--- src/rtl/alu_sched.sv ---
// alu_sched: two-requester round-robin scheduler for one shared ALU.
// Define ALU_SCHED_ERR_EN to flag op 01 as an error without using the ALU.
module alu_sched #(
  parameter int WIDTH = 16
) (
  input  logic             clk,
  input  logic             rst_n,
  input  logic [1:0]       req_valid,
  output logic [1:0]       req_ready,
  input  logic [1:0]       req_op0,
  input  logic [1:0]       req_op1,
  input  logic [WIDTH-1:0] req_a0,
  input  logic [WIDTH-1:0] req_a1,
  input  logic [WIDTH-1:0] req_b0,
  input  logic [WIDTH-1:0] req_b1,
  output logic [WIDTH-1:0] alu_in1,
  output logic [WIDTH-1:0] alu_in2,
  output logic [1:0]       alu_con_sig,
  input  logic [WIDTH-1:0] alu_out,
  output logic             resp_valid,
  input  logic             resp_ready,
  output logic             resp_id,
  output logic [WIDTH-1:0] resp_data,
  output logic             resp_err,
  output logic             busy
);

  typedef enum logic [1:0] {
    IDLE,
    ISSUE,
    RESP
  } state_t;

  state_t           state;
  logic             rr_ptr;
  logic [1:0]       grant;
  logic             gid;
  logic             acc;
  logic             err_op;
  logic [1:0]       g_op;
  logic [WIDTH-1:0] g_a;
  logic [WIDTH-1:0] g_b;

  // Grant: lone requester wins; on a tie the one not granted last wins.
  always_comb begin
    grant = 2'b00;
    if (state == IDLE && rst_n) begin
      unique case (req_valid)
        2'b01:   grant = 2'b01;
        2'b10:   grant = 2'b10;
        2'b11:   grant = rr_ptr ? 2'b01 : 2'b10;
        default: grant = 2'b00;
      endcase
    end
  end

  // Steer the winner's request fields.
  always_comb begin
    gid  = grant[1];
    g_op = gid ? req_op1 : req_op0;
    g_a  = gid ? req_a1  : req_a0;
    g_b  = gid ? req_b1  : req_b0;
  end

  assign req_ready = grant;
  assign acc       = |grant;
  assign busy      = (state != IDLE);

`ifdef ALU_SCHED_ERR_EN
  assign err_op = (g_op == 2'b01);
`else
  assign err_op = 1'b0;
`endif

  // Transaction FSM; ALU operand regs only load on a real issue.
  always_ff @(posedge clk or negedge rst_n) begin
    if (!rst_n) begin
      state       <= IDLE;
      rr_ptr      <= 1'b1;
      alu_in1     <= '0;
      alu_in2     <= '0;
      alu_con_sig <= 2'b00;
      resp_valid  <= 1'b0;
      resp_id     <= 1'b0;
      resp_data   <= '0;
      resp_err    <= 1'b0;
    end else begin
      unique case (state)
        IDLE: begin
          if (acc) begin
            rr_ptr  <= gid;
            resp_id <= gid;
            if (err_op) begin
              resp_valid <= 1'b1;
              resp_err   <= 1'b1;
              resp_data  <= '0;
              state      <= RESP;
            end else begin
              alu_in1     <= g_a;
              alu_in2     <= g_b;
              alu_con_sig <= g_op;
              state       <= ISSUE;
            end
          end
        end
        ISSUE: begin
          resp_data  <= alu_out;
          resp_err   <= 1'b0;
          resp_valid <= 1'b1;
          state      <= RESP;
        end
        RESP: begin
          if (resp_ready) begin
            resp_valid <= 1'b0;
            state      <= IDLE;
          end
        end
        default: state <= IDLE;
      endcase
    end
  end

endmodule

--- config.mk ---
export PLATFORM = sky130hd
export DESIGN_NAME = alu_sched
export DESIGN_NICKNAME = d
export VERILOG_FILES = /design/src/rtl/alu_sched.sv
export SDC_FILE = /design/constraint.sdc
export NUM_CORES = 1
export LEC_CHECK = 0
export ABC_AREA = 0
export CORE_UTILIZATION = 39
export DETAILED_ROUTE_END_ITERATION = 10
export HOLD_SLACK_MARGIN = 0.15
export PLACE_DENSITY = 0.81
export SYNTH_ARGS = -nofsm -noshare
export SYNTH_HDL_FRONTEND = slang
export SYNTH_SLANG_ARGS = --single-unit
--- constraint.sdc ---
create_clock -name clk -period 2 [get_ports clk]
set_clock_uncertainty 0.1 [all_clocks]
set_input_delay 0.5 -clock clk [delete_from_list [all_inputs] [get_ports clk]]
set_output_delay 0.5 -clock clk [all_outputs]
set_load 0.02 [all_outputs]
**Word-level counts from Yosys, hierarchy flattened**

Index checks and enable logic that the tools add are counted.

- Bits in registers: 55
- Input bits: 89
- Output and inout bits: 56
- Word-level logic and storage cells: 34

- Equality and inequality tests: 7
- Muxes and demuxes: 11
- Reduce and logical (&&, ||, !) cells: 8

Operator list:

| operator | count |
|---|---|
| $mux W16 | 2 |
| $pmux W2 S3 | 2 |
| $mux W2 | 5 |
| $eq A2 B2 Y1 const B | 3 |
| $reduce_and A2 Y1 | 3 |
| $eq A2 B1 Y1 const B | 2 |
| $ne A2 B2 Y1 const B | 2 |
| $reduce_bool A2 Y1 | 2 |
| $logic_not A2 Y1 | 1 |
| $pmux W1 S2 | 1 |
| $reduce_or A2 Y1 | 1 |
| $logic_and A1 B1 Y1 | 1 |
| $mux W1 | 1 |

**Depth between registers and ports, before layout**

Gate-level depths: netlist of run 1.

- Depth in word-level cells: 6
- Mapped depth: 6
- Depth with buffers taken out: 3

**Worst setup path before layout of run 1**

Ideal clock, no wire load.

- Kind: in2out
- From: in rst_n
- To: out req_ready[1]
- Arrival: 1.352 ns
- Path slack: 0.048 ns
- Stages on the path: 3
- Path buffers: 1
- Cell sequence: or3b_1 -> buf_2 -> nor2_1

- Longest elaborated chain between the ends: 2

RTL lines:

| what | RTL line | text |
|---|---|---|
| start, declared | 7 | `input logic rst_n,` |
| $logic_and A1 B1 Y1 | 47 | `if (state == IDLE && rst_n) begin` |
| $mux W2 | 47 |  |
| end, declared | 9 | `output logic [1:0] req_ready,` |

No other way between the ends.

**Final worst setup path of run 1**

- From: in req_valid[0]
- To: out req_ready[1]

- Longest elaborated chain between the ends: 3

RTL lines:

| what | RTL line | text |
|---|---|---|
| start, declared | 8 | `input logic [1:0] req_valid,` |
| $eq A2 B2 Y1 or $eq A2 B1 Y1 (tied branches) | 48 | `unique case (req_valid)` |
| $pmux W2 S3 (*) | 48 |  |
| $mux W2 (*) | 47 |  |

Mark *: on every way between the ends. The rest lies on a longest branch, timed or not.

==> results of run 1 <==
==> state kept, by name, indices dropped and copies added, names as in the netlist <==
signal       cells
alu_in1         16
alu_in2         16
resp_data       16
alu_con_sig      2
state            2
resp_id          1
resp_valid       1
rr_ptr           1
==> how the worst max path moves through the flow <==
stage / startpoint / end / slack (ns) / cells after the start
finish: req_valid[0] / req_ready[1] / -0.05 / 4
global route: state[0] / req_ready[0] / -0.1 / 5
CTS: state[0] / req_ready[0] / -0.05 / 5
detailed placement: req_valid[1] / req_ready[1] / -0.57 / 4
global placement: req_valid[1] / req_ready[1] / -0.53 / 4
floorplan: rst_n / req_ready[1] / 0.05 / 3
==> layout make-up <==
cell class	instances	area [sq um]	area share, %
tap	77	96.3	2.24
multi-input combinational	171	1060	24.6
clock inverter	2	37.5	0.872
sequential	55	1380	32.0
inverter	2	7.51	0.174
clock buffer	5	68.8	1.60
timing repair buffer	168	1660	38.6
==> worst register-to-register path: cells and delay by family, from the launching register on <==
family | cells | cell delay, ns
AOI/OAI and AO/OA | 1 | 0.12
buffers and inverters | 4 | 0.66
DFF | 1 | 0.43
and+or+nand+nor | 2 | 0.47
==> routing by layer <==
metal  part of all wire [%]  wire length (um)
met1                     42              3430
met2                     50              4130
met3                    7.1               586
met4                    1.5               120
met5                      0                 0
==> cells in the mapped netlist (2+ instances only) <==
cell type	instances	area share, %
inv_1	2	0.29
o21ai_1	30	5.8
a21oi_1	35	6.7
nor2_1	3	0.43
nand3_1	35	6.7
clkbuf_1	11	1.6
a21o_1	3	0.87
buf_6	8	3.5
dfrtp_1	54	52
a31oi_1	34	8.2
mux2_2	16	6.9
buf_2	6	1.2
o21ai_0	5	0.96
buf_4	3	0.87
==> where the power goes <==
group / total (mW) / switching (mW) / leakage (nW) / internal (mW)
Sequential: 1.91 / 0.291 / 0.620 / 1.62
Combinational: 2.97 / 1.48 / 1.01 / 1.49
Clock: 0.726 / 0.360 / 0.0502 / 0.367
==> stage by stage <==
stage	power (mW)	util, %	instance area (sq um)
6_report	5.60	67.4	4310
5_1_grt	5.92	67.4	4310
4_1_cts	5.57	66.7	4260
3_5_place_dp	4.81	64.3	4110
3_3_place_gp	4.72	64.3	4110
2_1_floorplan	3.37	-	2600
==> cells by family (layout without fill, tap and decap cells) <==
family	Yosys count	after routing	share of synthesized area [%]
AND/OR/NAND/NOR	45	45	9.20
buffers and inverters	30	177	7.37
AO/OA/AOI/OAI	109	109	23.4
other	1	1	0.144
flip-flops	55	55	53.0
multiplexers	16	16	6.93
==> repair_timing <==
action / 4_1_cts / 5_1_grt
setup buffers: 1 / 2
resized for setup: 27 / 2
gates cloned: 0 / 2
endpoints found under the setup margin: 38 / 20
pin swaps: 2 / 0
==> flow_summary.json, run 1 <==
{
  "overflow": 0,
  "path_cells": "clkdlybuf4s50_1, a21bo_4, nor2_4, buf_6",
  "path_class": "primary input to output pin",
  "boundaryPins": 145,
  "grt_max_degree": 70,
  "synthCells": 256,
  "fin_cells": 480,
  "initial_core_util_pct": 40.7,
  "area_delta_synth_final_pct": 65.7,
  "cp_slowest_cell": "clkdlybuf4s50_1",
  "peakVddDrop_mv": 0.811,
  "cts_tree": "done",
  "ys_warn_count": 0,
  "wirelength_mm": 8.26,
  "first_pass_iters": 4,
  "setup_tns_ns": -0.0815,
  "dp.final_hpwl_mm": 5.55,
  "critPathArrivalTime_ns": 1.45,
  "path_buf_inv": 2,
  "dieHeight_um": 83.6,
  "end_kind": "output pin",
  "dominantRegCellSynth": "dfrtp_1",
  "cp_max_fo": 3,
  "antenna_found_initial": 0,
  "num_antenna_cells": 0,
  "route.vias.total": 2659,
  "r2r_cells": 7,
  "power_density_nw_per_um2": 1300,
  "synth_nets": 345,
  "cts_sinks": 55,
  "yosys_register_bits": 55,
  "post_drt_wl_per_cell_um": 17.2,
  "drc": 0,
  "io_buffer_count": 143,
  "die-area_sq_um": 6990,
  "grtUsageMet1_pct": 30.0,
  "hold_viol": 0,
  "dp.cells": 468,
  "r2r_end": "alu_in2[2]",
  "rsz0062_at_grt": "yes",
  "timing.reg2reg.setup_slack_ns": 0.10,
  "fin_ws_ns": -0.0527,
  "cap_violations": 0,
  "crit_required_ns": 1.40,
  "drt_iter0_markers": 160,
  "rows": 29,
  "grt_usage_pct": 23.2,
  "ant_nets": 0,
  "ys_seq_area_share_pct": 53.0,
  "die_w_um": 83.6,
  "drive_gt1_share_pct": 15.1,
  "drv_slew": 0,
  "hold_ws_ns": 0.143,
  "nets": 492,
  "cts_max_level": 2,
  "synth_area_sq_um": 2600,
  "hold_class": "primary input to asynchronous set/reset pin",
  "power_leakage_nw": 1.68,
  "max_freq_mhz": 487,
  "num-fill-cells": 509,
  "grt.met2_usage_pct": 38.7,
  "use_met3_pct": 5.64,
  "final_common_cell": "clkdlybuf4s50_1",
  "start_kind": "primary input",
  "pre_cts_ws_ns": -0.571,
  "fin_crit_ns": 2.05,
  "ys_async_sr_fraction_pct": 100,
  "outcome": "finished with violations",
  "top_usage_layer": "met2",
  "final_cell_mix": "clkdlybuf4s50_1 (139), dfrtp_1 (54), a21oi_1 (35), nand3_1 (34), a31oi_1 (34)",
  "critPathTopFamily": "buffers and inverters",
  "syn_area_per_cell_sq_um": 10.2,
  "root_buffer": "clkbuf_8",
  "synth_edf_count": 0,
  "clkTransAtPathRegs_ns": 0.10,
  "place_congestion": 0.767,
  "core-area_sq_um": 6390,
  "viasPerCell": 5.54,
  "finalSetupViolations": 2,
  "clk_path_buf_depth": 2,
  "grt_pass1_wl_mm": 13.0,
  "violations": "setup timing",
  "period_share_pct": 103,
  "grt_pass1_vias": 2680,
  "ys_types": 25,
  "insertion_delay_ns": 0.30,
  "max_stage_delay_ns": 0.48,
  "hold_buffers": 0,
  "reg2reg_from": "state[1]",
  "numCtsBuffers": 5
}
No activity file was read; power rests on OpenSTA's default activity.
==> run 2, diff against run 1 <==
--- a/config.mk
+++ b/config.mk
@@ -6,6 +6,7 @@
 export NUM_CORES = 1
 export LEC_CHECK = 0
 export ABC_AREA = 0
+export CORE_ASPECT_RATIO = 2
 export CORE_UTILIZATION = 39
 export DETAILED_ROUTE_END_ITERATION = 10
 export HOLD_SLACK_MARGIN = 0.15
==> flow_summary.json, run 2 (synthesis gave the netlist of run 1 again) <==
{
  "num_antenna_cells": 0,
  "overflow": 0,
  "critPathArrivalTime_ns": 1.42,
  "drive_gt1_share_pct": 15.1,
  "final_cell_mix": "clkdlybuf4s50_1 (137), dfrtp_1 (54), a21oi_1 (35), nand3_1 (34), a31oi_1 (34)",
  "hold_viol": 0,
  "use_met3_pct": 4.08,
  "end_kind": "output pin",
  "initial_core_util_pct": 40.9,
  "finalSetupViolations": 1,
  "post_drt_wl_per_cell_um": 17.2,
  "rows": 41,
  "final_design_area_no_fill_sq_um": 4350,
  "fin_ws_ns": -0.0155,
  "power_density_nw_per_um2": 1320,
  "root_buffer": "clkbuf_16",
  "reg2reg_from": "state[1]",
  "start_kind": "register",
  "ant_nets": 0,
  "path_class": "register to output pin",
  "first_pass_iters": 4,
  "cap_violations": 0,
  "numCtsBuffers": 5,
  "grt_max_degree": 70,
  "r2r_cells": 7,
  "boundaryPins": 145,
  "outcome": "finished with violations",
  "core-area_sq_um": 6360,
  "r2r_end": "alu_in1[14]",
  "period_share_pct": 101,
  "postPlaceCellArea_sq_um": 4100,
  "io_buffer_count": 143,
  "grt.met2_usage_pct": 41.7,
  "antenna_found_initial": 0,
  "max_freq_mhz": 496,
  "place_congestion": 0.803,
  "slew_headroom_pct": 52.7,
  "drt_iter0_markers": 82,
  "die_w_um": 59.7,
  "setup_tns_ns": -0.0155,
  "area_delta_synth_final_pct": 67.3,
  "drv_slew": 0,
  "dp.final_hpwl_mm": 5.74,
  "final_common_cell": "clkdlybuf4s50_1",
  "worst_pin_slew_ns": 0.710,
  "die-area_sq_um": 7010,
  "grt_usage_pct": 23.8,
  "route.vias.total": 2703,
  "hold_class": "primary input to asynchronous set/reset pin",
  "grtUsageMet1_pct": 26.9,
  "grt_pass1_wl_mm": 12.6,
  "wirelength_mm": 8.42,
  "fin_crit_ns": 2.02,
  "grt_pass1_vias": 2528,
  "clk_path_buf_depth": 2,
  "violations": "setup timing",
  "drc": 0,
  "cts_sinks": 55,
  "largestRegisters": "alu_in1 (16), alu_in2 (16), resp_data (16)",
  "cp_max_fo": 3,
  "crit_required_ns": 1.40,
  "clkTransAtPathRegs_ns": 0.07,
  "insertion_delay_ns": 0.29,
  "rsz0062_at_grt": "yes",
  "nets": 492,
  "cts_tree": "done",
  "power_leakage_nw": 1.70,
  "viasPerCell": 5.52,
  "top_usage_layer": "met2",
  "peakVddDrop_mv": 1.01,
  "timing.reg2reg.setup_slack_ns": 0.07,
  "dieHeight_um": 117,
  "cts_max_level": 2
}
[run 2: changes by cell type in the layout (fill, tap and decap cells not counted), sizes merged]
| cell | delta |
|---|---|
| dlygate4sd2 | +2 |
| clkbuf | +2 |
| clkdlybuf4s50 | -2 |
| clkinv | +1 |
| clkinvlp | -1 |
| bufinv | -1 |
[run 2: worst max-delay path by stage]
stage	to	startpoint	slack, ns	cells after the start
6_report	req_ready[0]	state[1]	-0.02	5
5_1_grt	req_ready[0]	state[1]	-0.06	5
4_1_cts	alu_in1[7]	state[0]	-0.01	6
3_5_place_dp	req_ready[1]	req_valid[1]	-0.58	4
3_3_place_gp	req_ready[1]	req_valid[1]	-0.57	4
2_1_floorplan	req_ready[1]	rst_n	0.05	3
[run 2: timing repair]
item                                    in CTS  in global routing
setup buffers                                4                  2
hold buffers                                 0                  0
endpoints found under the setup margin      37                 37
resized for setup                           26                  7
pin swaps                                    3                  2
gates cloned                                 0                  1
[run 2: metrics by stage]
| step | utilization (%) | power, mW | hold WS [ns] | instances | worst slack (ns) |
|---|---|---|---|---|---|
| floorplan | - | 3.37 | 0.104 | 256 | 0.0481 |
| global placement | 64.5 | 4.74 | 0.367 | 475 | -0.574 |
| detailed placement | 64.5 | 4.81 | 0.381 | 475 | -0.581 |
| CTS | 67.7 | 5.71 | 0.385 | 487 | -0.0123 |
| global route | 68.4 | 6.03 | 0.421 | 490 | -0.0554 |
| finish | 68.4 | 5.73 | 0.362 | 490 | -0.0155 |
[run 2: layer usage]
layer  part of all wire, %  vias to the layer above  wire length [um]
li1                      -                     1239                 -
met1                    34                     1292              2850
met2                    56                      150              4750
met3                   5.9                       22               500
met4                   3.8                        0               322
met5                     0                        -                 0
[run 2: where the power goes]
part | internal [mW] | switching, mW | total [mW]
sequential | 1.62 | 0.281 | 1.90
clock | 0.464 | 0.379 | 0.843
combinational | 1.50 | 1.49 | 2.99
total | 3.58 | 2.15 | 5.73
[run 2: final cells by class]
cell class	count	area, sq um
clock buffers	7	133
clock inverters	1	5.00
fillers	546	2010
inverters	2	7.51
multi-input cells	171	1060
flip-flops and latches	55	1380
well taps	86	108
repair buffers	168	1660
[run 2: critical path, stage by stage (launching register included)]
cell     delay [ns]
dfrtp_1        0.41
buf_6          0.14
nor3b_4        0.28
nand3_2        0.12
inv_2          0.07
buf_6          0.11
